File: src/rtl/soundweb_pkg.sv
// Shared constants, field layout and reserved-byte helper for the Soundweb packet decoder.
package soundweb_pkg;

    localparam logic [7:0] STX        = 8'h02;
    localparam logic [7:0] ETX        = 8'h03;
    localparam logic [7:0] ACK        = 8'h06;
    localparam logic [7:0] NAK        = 8'h15;
    localparam logic [7:0] ESC        = 8'h1B;
    localparam logic [7:0] ESC_OFFSET = 8'h80;

    localparam int         BODY_LEN   = 13;
    localparam logic [3:0] IDX_CSUM   = 4'd13;
    localparam logic [3:0] IDX_FULL   = 4'd14;

    localparam int COMMAND = 0;
    localparam int ADDR_0  = 1;
    localparam int ADDR_1  = 2;
    localparam int ADDR_2  = 3;
    localparam int ADDR_3  = 4;
    localparam int ADDR_4  = 5;
    localparam int ADDR_5  = 6;
    localparam int SV_0    = 7;
    localparam int SV_1    = 8;
    localparam int DATA_0  = 9;
    localparam int DATA_1  = 10;
    localparam int DATA_2  = 11;
    localparam int DATA_3  = 12;

    typedef enum logic [1:0] {
        ST_IDLE   = 2'd0,
        ST_BODY   = 2'd1,
        ST_ESCAPE = 2'd2
    } state_t;

    function automatic logic is_reserved_byte(input logic [7:0] b);
        return (b == STX) || (b == ETX) || (b == ACK) || (b == NAK) || (b == ESC);
    endfunction

endpackage

File: src/rtl/soundweb_unstuff.sv
// Classifies each raw byte against the current frame state: framing strobes,
// ESC removal with reserved-byte validation, and the recovered logical byte.
module soundweb_unstuff
    import soundweb_pkg::*;
(
    input  logic       i_valid,
    input  logic [7:0] i_byte,
    input  state_t     i_state,
    output logic       o_stx,
    output logic       o_etx,
    output logic       o_esc,
    output logic       o_err,
    output logic       o_ack,
    output logic       o_nak,
    output logic       o_data_valid,
    output logic [7:0] o_data
);

    logic [7:0] w_unesc;
    assign w_unesc = i_byte - ESC_OFFSET;

    // Byte classification for the current state
    always_comb begin
        o_stx        = 1'b0;
        o_etx        = 1'b0;
        o_esc        = 1'b0;
        o_err        = 1'b0;
        o_ack        = 1'b0;
        o_nak        = 1'b0;
        o_data_valid = 1'b0;
        o_data       = i_byte;
        if (i_valid) begin
            case (i_state)
                ST_IDLE: begin
                    o_stx = (i_byte == STX);
                    o_ack = (i_byte == ACK);
                    o_nak = (i_byte == NAK);
                end
                ST_BODY: begin
                    case (i_byte)
                        STX:      o_stx = 1'b1;
                        ETX:      o_etx = 1'b1;
                        ESC:      o_esc = 1'b1;
                        ACK, NAK: o_err = 1'b1;
                        default:  o_data_valid = 1'b1;
                    endcase
                end
                ST_ESCAPE: begin
                    o_data = w_unesc;
                    // A raw STX always restarts; anything else must decode to a reserved byte
                    if (i_byte == STX) begin
                        o_stx = 1'b1;
                    end else if (i_byte == ESC) begin
                        o_err = 1'b1;
                    end else if (is_reserved_byte(w_unesc)) begin
                        o_data_valid = 1'b1;
                    end else begin
                        o_err = 1'b1;
                    end
                end
                default: o_err = 1'b1;
            endcase
        end else begin
            o_data = i_byte;
        end
    end

endmodule

File: src/rtl/soundweb_decoder.sv
// Soundweb receive decoder: indexing, XOR checksum and atomic field commit.
// Define SOUNDWEB_ERR_COUNT_EN to add the saturating error_count output.
module soundweb_decoder
    import soundweb_pkg::*;
#(
    parameter int ERR_COUNT_WIDTH = 16
) (
    input  logic       clk,
    input  logic       reset_n,
    input  logic [7:0] rx_data,
    input  logic       rx_valid,
    output logic [7:0] command,
    output logic [7:0] address_0,
    output logic [7:0] address_1,
    output logic [7:0] address_2,
    output logic [7:0] address_3,
    output logic [7:0] address_4,
    output logic [7:0] address_5,
    output logic [7:0] sv_0,
    output logic [7:0] sv_1,
    output logic [7:0] data_0,
    output logic [7:0] data_1,
    output logic [7:0] data_2,
    output logic [7:0] data_3,
    output logic       packet_valid,
    output logic       checksum_error,
    output logic       framing_error,
    output logic       ack_rx,
    output logic       nak_rx
`ifdef SOUNDWEB_ERR_COUNT_EN
    ,
    output logic [ERR_COUNT_WIDTH-1:0] error_count
`endif
);

    state_t     r_state, w_state_nxt;
    logic [3:0] r_idx, w_idx_nxt;
    logic [7:0] r_xor, w_xor_nxt;
    logic [7:0] r_shadow [14];
    logic [7:0] r_fields [BODY_LEN];
    logic       r_pv, r_ce, r_fe, r_ack, r_nak;
    logic       w_pv, w_ce, w_fe, w_store, w_commit;
    logic       w_stx, w_etx, w_esc, w_err, w_ack, w_nak, w_data_valid;
    logic [7:0] w_data;

    soundweb_unstuff u_unstuff (
        .i_valid      (rx_valid),
        .i_byte       (rx_data),
        .i_state      (r_state),
        .o_stx        (w_stx),
        .o_etx        (w_etx),
        .o_esc        (w_esc),
        .o_err        (w_err),
        .o_ack        (w_ack),
        .o_nak        (w_nak),
        .o_data_valid (w_data_valid),
        .o_data       (w_data)
    );

    // Next-state, index/checksum update and pulse decisions
    always_comb begin
        w_state_nxt = r_state;
        w_idx_nxt   = r_idx;
        w_xor_nxt   = r_xor;
        w_store     = 1'b0;
        w_commit    = 1'b0;
        w_pv        = 1'b0;
        w_ce        = 1'b0;
        w_fe        = 1'b0;
        if (w_stx) begin
            w_state_nxt = ST_BODY;
            w_idx_nxt   = 4'd0;
            w_xor_nxt   = 8'h00;
            w_fe        = (r_state != ST_IDLE);
        end else if (w_err) begin
            w_fe        = 1'b1;
            w_state_nxt = ST_IDLE;
        end else if (w_esc) begin
            w_state_nxt = ST_ESCAPE;
        end else if (w_etx) begin
            w_state_nxt = ST_IDLE;
            if (r_idx != IDX_FULL) begin
                w_fe = 1'b1;
            end else if (r_xor == r_shadow[IDX_CSUM]) begin
                w_commit = 1'b1;
                w_pv     = 1'b1;
            end else begin
                w_ce = 1'b1;
            end
        end else if (w_data_valid) begin
            // A 15th logical byte overflows the frame
            if (r_idx == IDX_FULL) begin
                w_fe        = 1'b1;
                w_state_nxt = ST_IDLE;
            end else begin
                w_store     = 1'b1;
                w_idx_nxt   = r_idx + 4'd1;
                w_xor_nxt   = (r_idx < IDX_CSUM) ? (r_xor ^ w_data) : r_xor;
                w_state_nxt = ST_BODY;
            end
        end else begin
            w_state_nxt = r_state;
        end
    end

    // State, shadow buffer, committed fields and registered pulses
    always_ff @(posedge clk or negedge reset_n) begin
        if (!reset_n) begin
            r_state <= ST_IDLE;
            r_idx   <= 4'd0;
            r_xor   <= 8'h00;
            r_pv    <= 1'b0;
            r_ce    <= 1'b0;
            r_fe    <= 1'b0;
            r_ack   <= 1'b0;
            r_nak   <= 1'b0;
            for (int i = 0; i < 14; i++) r_shadow[i] <= 8'h00;
            for (int i = 0; i < BODY_LEN; i++) r_fields[i] <= 8'h00;
        end else begin
            r_state <= w_state_nxt;
            r_idx   <= w_idx_nxt;
            r_xor   <= w_xor_nxt;
            r_pv    <= w_pv;
            r_ce    <= w_ce;
            r_fe    <= w_fe;
            r_ack   <= w_ack;
            r_nak   <= w_nak;
            if (w_store) r_shadow[r_idx] <= w_data;
            if (w_commit) begin
                for (int i = 0; i < BODY_LEN; i++) r_fields[i] <= r_shadow[i];
            end
        end
    end

    assign command        = r_fields[COMMAND];
    assign address_0      = r_fields[ADDR_0];
    assign address_1      = r_fields[ADDR_1];
    assign address_2      = r_fields[ADDR_2];
    assign address_3      = r_fields[ADDR_3];
    assign address_4      = r_fields[ADDR_4];
    assign address_5      = r_fields[ADDR_5];
    assign sv_0           = r_fields[SV_0];
    assign sv_1           = r_fields[SV_1];
    assign data_0         = r_fields[DATA_0];
    assign data_1         = r_fields[DATA_1];
    assign data_2         = r_fields[DATA_2];
    assign data_3         = r_fields[DATA_3];
    assign packet_valid   = r_pv;
    assign checksum_error = r_ce;
    assign framing_error  = r_fe;
    assign ack_rx         = r_ack;
    assign nak_rx         = r_nak;

`ifdef SOUNDWEB_ERR_COUNT_EN
    logic [ERR_COUNT_WIDTH-1:0] r_err_count;

    // Saturating count of checksum and framing errors
    always_ff @(posedge clk or negedge reset_n) begin
        if (!reset_n) begin
            r_err_count <= '0;
        end else if ((w_fe || w_ce) && (r_err_count != '1)) begin
            r_err_count <= r_err_count + {{(ERR_COUNT_WIDTH-1){1'b0}}, 1'b1};
        end else begin
            r_err_count <= r_err_count;
        end
    end

    assign error_count = r_err_count;
`endif

endmodule

File: config.mk
export PLATFORM = sky130hd
export DESIGN_NAME = soundweb_decoder
export DESIGN_NICKNAME = d
export VERILOG_FILES = /design/src/rtl/soundweb_pkg.sv /design/src/rtl/soundweb_unstuff.sv /design/src/rtl/soundweb_decoder.sv
export SDC_FILE = /design/constraint.sdc
export NUM_CORES = 1
export LEC_CHECK = 0
export ABC_AREA = 1
export CORE_UTILIZATION = 50
export DETAILED_ROUTE_END_ITERATION = 16
export PLACE_DENSITY = 0.8
export SYNTH_ARGS = -nofsm -noshare
export SYNTH_HDL_FRONTEND = slang
export SYNTH_SLANG_ARGS = --single-unit
File: constraint.sdc
create_clock -name clk -period 2.3 [get_ports clk]
set_clock_uncertainty 0.05 [all_clocks]
set_input_delay 0.23 -clock clk [delete_from_list [all_inputs] [get_ports clk]]
set_output_delay 0.23 -clock clk [all_outputs]
set_load 0.02 [all_outputs]
==> impl_metrics.ini, run 1 <==
[power_and_ir_drop]
peakVddDrop_uv = 463
power_density_mw_per_mm2 = 714
finalPower_w = 0.00931
p_leak_nw = 7.05

[drt]
drt_pass1_iterations = 5
wl_per_cell_um = 15.5
vias_per_cell = 5.34
ant_nets = 0
vias = 8822
drcViolationCount = 0
drtIter0Drc = 735
wirelength_um = 25500

[finish]
n_fill_cell = 1652
final_cells = 1651
final_net_count = 1386
final_layout_size_suffix_gt1_share_pct = 11.2
syn_to_final_growth_pct = 25.7
n_antenna_cell = 0

[cts]
clkSinkCount = 235
cts_buffer_depth = 3
cts_tree = built
path_clk_slew_ns = 0.06
cts_max_level = 1
numCtsBuffers = 24
clk-insertion-delay-late_ns = 0.51
root_buffer = clkbuf_16

[job]
drv_cap = 0

[worst_setup_path]
timing.critical_path.mode_cell = inv_1
critPathKind = register to register
worstReg2RegStart = r_idx[0]$_DFFE_PN0P_
critical_path_required_ns = 2.70
crit_path_top_delay_cell = dfrtp_1
crit_path_end_kind = register
cp_data_arrival_time_ns = 2.54
cpPeakStageDelay_ns = 0.43
cp_num_buf_inv = 4
cp-startpoint = r_idx[0]$_DFFE_PN0P_
crit_chain = inv_1, ha_1, inv_1, nor2_4, inv_1, nor2_2, nand2_4, nor2_8, buf_12, nand2_1, nand2_1
startpoint_type = register
crit_path_max_fanout = 34
critical-path-top-delay-family = simple AND/OR/NAND/NOR gates

[yosys]
yosysWarnings = 0
synth-seq-cells = 235
synth.distinct_cells = 32
syn_area_per_cell_um2 = 8.60
syn_area_mm2 = 0.0104
synth_nets = 1226
syn-instance-count = 1206
yosysSeqAreaShare_pct = 56.7

[worst_hold_path]
hold_class = input pin to async pin

[global_route]
grt_usage_pct = 24.6
grt_pass1_vias = 8683
antenna_found_initial = 0
gr-total-overflow = 0
grt_start_max_net_pins = 71
grt_pass1_wl_um = 42700

[sta]
rsz0062_at_grt = no
fin_ws_ns = 0.161
tightestPinTransition_ns = 0.656
hold_viol_final = 0
min_period_ns = 2.14
slew_violations = 0
clock.fmax_mhz = 467
slew_headroom_pct = 56.1
setup_viol = 0
period_share_pct = 93.0
finalSetupTns_ns = 0

[floorplanning]
die_width_um = 146
rows = 52
initial_utilization_pct = 51.1
core-area_mm2 = 0.0203
fp.dieArea_mm2 = 0.0213
ios = 120
die_y_um = 146

[place]
pre_cts_ws_ns = -0.159
io_buffer_count = 119
dp_cells = 1609
gp_congestion = 0.878
place_hpwl_um = 17100

[status]
status = finished clean
sequential cells by signal (all words and copies together) (netlist names):
name            count
address_2           8
framing_error       1
ack_rx              1
checksum_error      1
address_5           8
address_0           8
sv_1                8
command             8
data_0              8
r_xor               8
sv_0                8
data_3              8
data_1              8
address_4           8
r_state             2
address_1           8
r_idx               4
data_2              8
r_shadow          112
packet_valid        1
nak_rx              1
address_3           8
power by group:
group | internal, W | switching (W) | leakage, nW
sequential | 0.00428 | 0.000132 | 3.28
clock | 0.00228 | 0.00157 | 0.384
combinational | 0.000355 | 0.000703 | 3.38
cells by family after synthesis:
logic type / Yosys count / synth area share, %
AO/OA/AOI/OAI: 11 / 0.639
buffers and inverters: 114 / 6.20
XOR/XNOR: 8 / 0.675
flip-flops: 235 / 56.7
adder cells (fa/ha/maj): 9 / 1.09
AND/OR/NAND/NOR: 829 / 34.7
metal layers:
metal  wire length, µm  part of all wire [%]  up-vias  track usage [%]
li1                  -                     -     4196                -
met1             11000                    43     4280             33.1
met2             12300                    48      291             40.9
met3              1490                   5.8       55             3.59
met4               730                   2.9        0             8.70
met5                 0                     0        -                0
metrics by stage:
| stage | instance area, µm² | util [%] | hold slack [ns] |
|---|---|---|---|
| 5_1_grt | 13000 | 64.3 | 0.206 |
| 3_3_place_gp | 12200 | 60.3 | 0.105 |
| 6_report | 13000 | 64.3 | 0.166 |
| 3_5_place_dp | 12200 | 60.3 | 0.107 |
| 4_1_cts | 13000 | 64.3 | 0.180 |
| 2_1_floorplan | 10400 | - | -0.116 |
Yosys cell counts, drive strengths merged:
cell type,n,area [µm²]
o22ai,2,12.5
nor3,4,20.0
or2,3,18.8
a21oi,3,15.0
xor2,8,70.1
nand3b,1,7.51
buf,57,429
nor2,50,243
o211ai,1,7.51
clkbuf,10,37.5
o21ai,4,23.8
nor3b,2,20.0
dfrtp,235,5880
ha,9,113
o31ai,1,7.51
nand3,23,160
nand4,126,788
inv,47,176
nand2,620,2350
cell usage in the layout (no fill, tap or decap), types with 9 or more instances in the layout:
| master | instances |
|---|---|
| buf_12 | 14 |
| buf_4 | 67 |
| clkbuf_16 | 25 |
| clkdlybuf4s50_1 | 118 |
| dfrtp_1 | 235 |
| ha_1 | 9 |
| inv_1 | 39 |
| nand2_1 | 616 |
| nand3_1 | 14 |
| nand3_2 | 9 |
| nand4_1 | 126 |
| nor2_1 | 43 |
path summary, 6_finish.rpt:
kind / end / slack (ns) / cells past startpoint
min in group clk: nak_rx$_DFF_PN0_ / 0.31 / 3
max in group asynchronous: data_2[5]$_DFFE_PN0P_ / 1.15 / 3
worst min-delay path: address_3[4]$_DFFE_PN0P_ / 0.17 / 2
worst min register to register: sv_0[0]$_DFFE_PN0P_ / 0.42 / 2
worst max register to register: address_1[5]$_DFFE_PN0P_ / 0.16 / 11
worst max-delay path: address_1[5]$_DFFE_PN0P_ / 0.16 / 11
repair_timing:
action,CTS,global route
resized for setup,0,0
setup endpoints to repair,0,0
buffers inserted,0,0
hold endpoints to repair,93,0
hold buffers,1,0
layout make-up:
type,instances,area (µm²),share of cell area [%]
clock inverters,8,76.3,0.585
well taps,270,338,2.59
clock buffers,33,716,5.49
flip-flops and latches,235,5880,45.1
inverters,47,176,1.35
multi-input cells,857,3870,29.6
repair buffers,201,1990,15.3
(Power assumes the default switching activity.)
==> inputs of run 2 (changes only) <==
CORE_ASPECT_RATIO = 0.8   (was default)
CORE_UTILIZATION = 33   (was 50)
PLACE_DENSITY = 0.6   (was 0.8)
==> run 2 against run 1 <==
Net effect:
- maximum frequency is 2.5% higher
- power is 0.83% higher
- setup slack better by 0.053 ns
- final cell count is 9.4% higher
- first-iteration DRC count is 15% lower
- routed wire length is 6.4% higher
- clock power is 2% higher
- core utilization is 21 points lower
- die area is 51% higher
- via count is 4.0% lower
- global-route usage is 7.5 points lower
- register-to-register slack better by 0.05 ns
- critical path type unchanged
==> impl_metrics.ini, run 2 (same netlist as run 1, synthesis figures left out) <==
[sta]
tightestPinTransition_ns = 0.541
holdWs_ns = 0.151
slew_violations = 0
rsz0062_at_grt = no
period_share_pct = 90.7
slew_headroom_pct = 63.8
hold_viol_final = 0
setup_viol = 0
min_period_ns = 2.09
clock.fmax_mhz = 479
finalSetupTns_ns = 0

[place]
gp_congestion = 0.858
io_buffer_count = 119
place_hpwl_um = 18600
dp_cells = 1764

[global_route]
antenna_found_initial = 0
grt_usage_pct = 17.2
gr-total-overflow = 0
use_met3_pct = 2.39
grt_use_met2_pct = 26.8
grt_pass1_vias = 8352
grt_start_max_net_pins = 65
grt_pass1_wl_um = 45300
grt_busiest_layer = met2
gr-usage-met1_pct = 25.2

[drt]
wl_per_cell_um = 15.0
ant_nets = 0
drcViolationCount = 0
drt_pass1_iterations = 5
vias_per_cell = 4.69
vias = 8471
drtIter0Drc = 625
wirelength_um = 27100

[job]
drv_cap = 0

[worst_setup_path]
cp_data_arrival_time_ns = 2.45
critPathKind = register to register
crit_path_end_kind = register
crit_path_top_delay_cell = dfrtp_1
startpoint_type = register
cp_num_buf_inv = 4
cpPeakStageDelay_ns = 0.44
critical_path_required_ns = 2.66
crit_path_max_fanout = 8
r2r_cells = 10
crit_chain = inv_1, ha_1, inv_1, nor2_4, buf_4, nor2_8, buf_4, nand3_1, nand2_1, nand2_1
cp_num_cells = 10
critical-path-top-delay-family = simple AND/OR/NAND/NOR gates

[power_and_ir_drop]
finalPower_w = 0.00939
p_int_w = 0.00695
power_frac_clock_pct = 41.7
comb_power_share_pct = 11.3
power_frac_seq_pct = 47.0
p_sw_w = 0.00244
p_leak_nw = 7.08
peakVddDrop_uv = 510
power_density_mw_per_mm2 = 709
swShare_pct = 25.9

[finish]
final_cells = 1807
final_net_count = 1400
n_antenna_cell = 0
final_layout_size_suffix_gt1_share_pct = 11.6
syn_to_final_growth_pct = 27.7
final_common_cell = nand2_1
n_fill_cell = 3070
final_core_util_pct = 43.2
layout_common_cells = 616 x nand2_1, 235 x dfrtp_1, 126 x nand4_1, 118 x clkdlybuf4s50_1, 84 x buf_4
regMostFlops = r_shadow
largest_reg_flops = 112

[cts]
cts_tree = built
clk-insertion-delay-late_ns = 0.53
path_clk_slew_ns = 0.06
cts_buffer_depth = 3
root_buffer = clkbuf_16
cts_max_level = 1
clkSinkCount = 235
numCtsBuffers = 26

[status]
status = finished clean

[floorplanning]
core-area_mm2 = 0.0307
rows = 57
fp.dieArea_mm2 = 0.0322
initial_utilization_pct = 33.8
die_y_um = 161
die_width_um = 200
ios = 120

[worst_hold_path]
hold_class = input pin to async pin
==> run 2: repair_timing <==
| item | 4_1_cts | 5_1_grt |
|---|---|---|
| hold buffers | 1 | 0 |
| endpoints found under the hold margin | 171 | 0 |
| setup buffers | 0 | 0 |
| resized for setup | 0 | 0 |
| setup endpoints to repair | 0 | 0 |
==> run 2: worst reg2reg max path: stages (launching register included) <==
cell	delay [ns]
dfrtp_1	0.44
inv_1	0.12
ha_1	0.21
inv_1	0.17
nor2_4	0.07
buf_4	0.17
nor2_8	0.13
buf_4	0.16
nand3_1	0.26
nand2_1	0.14
nand2_1	0.06
==> run 2: worst paths after layout <==
kind	startpoint	end	slack, ns
setup / recovery	r_idx[0]$_DFFE_PN0P_	r_shadow[17]$_DFFE_PN0P_	0.21
hold / removal	reset_n	data_3[1]$_DFFE_PN0P_	0.15
setup reg to reg	r_idx[0]$_DFFE_PN0P_	r_shadow[17]$_DFFE_PN0P_	0.21
hold reg to reg	r_shadow[75]$_DFFE_PN0P_	r_shadow[75]$_DFFE_PN0P_	0.42
max in group asynchronous	reset_n	r_shadow[46]$_DFFE_PN0P_	1.33
min in group clk	rx_valid	ack_rx$_DFF_PN0_	0.35
==> run 2: cell type report <==
cell class | instances | area [µm²] | share of cell area [%]
well taps | 413 | 517 | 3.90
repair buffers | 213 | 2020 | 15.2
inverters | 47 | 176 | 1.33
clock inverters | 4 | 58.8 | 0.444
multi-input cells | 857 | 3870 | 29.2
flip-flops and latches | 235 | 5880 | 44.4
clock buffers | 38 | 736 | 5.55
==> run 2: routing by layer <==
layer  vias to the layer above  share of wire [%]
met3                        39                4.0
met5                         -                  0
li1                       4225                  -
met2                       182                 44
met1                      4025                 50
met4                         0                1.9
==> run 2: through the flow <==
| step | setup WS, ns | instance area, µm² |
|---|---|---|
| after global routing | 0.0341 | 13300 |
| final | 0.213 | 13300 |
| after global placement | -0.0842 | 12400 |
| after detailed placement | -0.113 | 12400 |
| after CTS | 0.232 | 13300 |
| after floorplan | 0.341 | 10400 |
==> run 2: power groups by stage <==
stage / clock network (W) / registers [W] / logic, W
CTS: 0.00403 / 0.00441 / 0.00106
global route: 0.00421 / 0.00443 / 0.00120
detailed placement: 0 / 0.00448 / 0.00105
global placement: 0 / 0.00448 / 0.00104
finish: 0.00392 / 0.00442 / 0.00106
floorplan: 0 / 0.00444 / 0.000699
==> inputs of run 3 (changes only) <==
CELL_PAD_IN_SITES_DETAIL_PLACEMENT = 1   (was default)
CELL_PAD_IN_SITES_GLOBAL_PLACEMENT = 1   (was default)
PLACE_DENSITY = 0.73   (was 0.6)
==> run 3 against run 2 <==
Net effect:
- sequential share of layout area shrank 0.39 points
- flip-flop and latch count stayed put
- final cell count rose by 0.55%
- clock power up 4%
- combinational power grew 9%
- maximum frequency is 1.8% lower
- via count grew 3.8%
- global-route usage rose by 2.4 points
- routed wire length grew 15%
- cell area increased by 0.90%
- highest routed layer unchanged
==> impl_metrics.ini, run 3 (same netlist as run 1, synthesis figures left out) <==
[worst_setup_path]
critical-path-top-delay-family = simple AND/OR/NAND/NOR gates
crit_path_top_delay_cell = dfrtp_1
startpoint_type = register
cp_data_arrival_time_ns = 2.53
crit_path_max_fanout = 13
crit_path_end_kind = register
critPathKind = register to register
critical_path_required_ns = 2.71
cpPeakStageDelay_ns = 0.45
crit_chain = ha_1, inv_1, nor2_4, inv_1, nor2_2, nand2_4, nor2_8, buf_4, nand2_1, nand2_1
cp_num_buf_inv = 3

[finish]
regMostFlops = r_shadow
final_core_util_pct = 43.6
largest_reg_flops = 112
n_antenna_cell = 0
layout_common_cells = 616 x nand2_1, 235 x dfrtp_1, 126 x nand4_1, 118 x clkdlybuf4s50_1, 90 x buf_4
final_net_count = 1408
final_cells = 1817
final_common_cell = nand2_1
final_layout_size_suffix_gt1_share_pct = 12.3
syn_to_final_growth_pct = 28.8

[cts]
cts_buffer_depth = 3
path_clk_slew_ns = 0.06
root_buffer = clkbuf_16
cts_max_level = 1
clk-insertion-delay-late_ns = 0.52
clkSinkCount = 235
cts_resized = 0
cts_tree = built
post-cts-setup-buffer-count = 0
numCtsBuffers = 26

[drt]
drcViolationCount = 0
wl_per_cell_um = 17.1
route.met2.wl_um = 15000
vias_per_cell = 4.84
vias = 8794
wl_met1_um = 14500
wl_met3_um = 955
ant_nets = 0
drt_pass1_iterations = 4
wirelength_um = 31100
drtIter0Drc = 465
dr.max_layer_used = met4

[power_and_ir_drop]
p_leak_nw = 7.15
finalPower_w = 0.00963
peakVddDrop_uv = 524
power_density_mw_per_mm2 = 721

[worst_hold_path]
hold_class = input pin to async pin

[floorplanning]
die_width_um = 200
rows = 57
ios = 120
core-area_mm2 = 0.0307
initial_utilization_pct = 33.8
fp.dieArea_mm2 = 0.0322
die_y_um = 161

[sta]
period_share_pct = 92.4
slew_violations = 0
rsz0062_at_grt = yes
fin_ws_ns = 0.174
hold_viol_final = 0
setup_viol = 0
finalSetupTns_ns = 0
min_period_ns = 2.13
slew_headroom_pct = 62.7
tightestPinTransition_ns = 0.559
clock.fmax_mhz = 470

[status]
status = finished clean

[place]
gp_congestion = 0.821
io_buffer_count = 119
pre_cts_ws_ns = -0.181
dp_cells = 1772
place_hpwl_um = 21200

[global_route]
grt_pass1_wl_um = 51100
grt_usage_pct = 19.5
grt_pass1_vias = 9324
antenna_found_initial = 0
grt_start_max_net_pins = 69
gr-total-overflow = 0

[job]
drv_cap = 0
-- run 3: power by group --
part | internal, W | total [W] | leakage, nW | switching, W
sequential | 0.00428 | 0.00441 | 3.28 | 0.000137
combinational | 0.000394 | 0.00116 | 3.46 | 0.000767
clock | 0.00243 | 0.00406 | 0.407 | 0.00163
total | 0.00711 | 0.00963 | 7.15 | 0.00253
-- run 3: what timing repair did --
action	in CTS	in global routing
hold buffers	1	0
setup endpoints to repair	0	10
endpoints found under the hold margin	59	0
-- run 3: metal layers --
layer  GRT usage, %  up-vias
met2           33.2      137
met4           4.79        0
met1           26.5     4397
li1               -     4216
met3           2.58       44
met5              0        -
-- run 3: path summary, 6_finish.rpt --
path                                                  to  slack [ns]                     start  depth (start not counted)
worst max-delay path               data_0[6]$_DFFE_PN0P_        0.17      r_idx[1]$_DFFE_PN0P_                         10
worst max register to register     data_0[6]$_DFFE_PN0P_        0.17      r_idx[1]$_DFFE_PN0P_                         10
worst min register to register  address_3[2]$_DFFE_PN0P_        0.42  r_shadow[74]$_DFFE_PN0P_                          2
min in group clk                        nak_rx$_DFF_PN0_        0.41                  rx_valid                          3
worst min-delay path            r_shadow[29]$_DFFE_PN0P_        0.20                   reset_n                          2
max in group asynchronous       r_shadow[56]$_DFFE_PN0P_        1.23                   reset_n                          3
-- run 3: stage by stage --
stage	area (µm²)	hold WS (ns)
after floorplan	10400	-0.116
after global placement	12500	0.183
after detailed placement	12500	0.179
after CTS	13400	0.223
after global routing	13400	0.239
final	13400	0.197
-- run 3: final cells by class --
| cell class | count | area, µm² |
|---|---|---|
| sequential | 235 | 5880 |
| inverter | 47 | 176 |
| timing repair buffer | 221 | 2100 |
| fill | 3637 | 17300 |
| multi-input combinational | 857 | 3870 |
| clock buffer | 41 | 788 |
| clock inverter | 3 | 40.0 |
| tap | 413 | 517 |
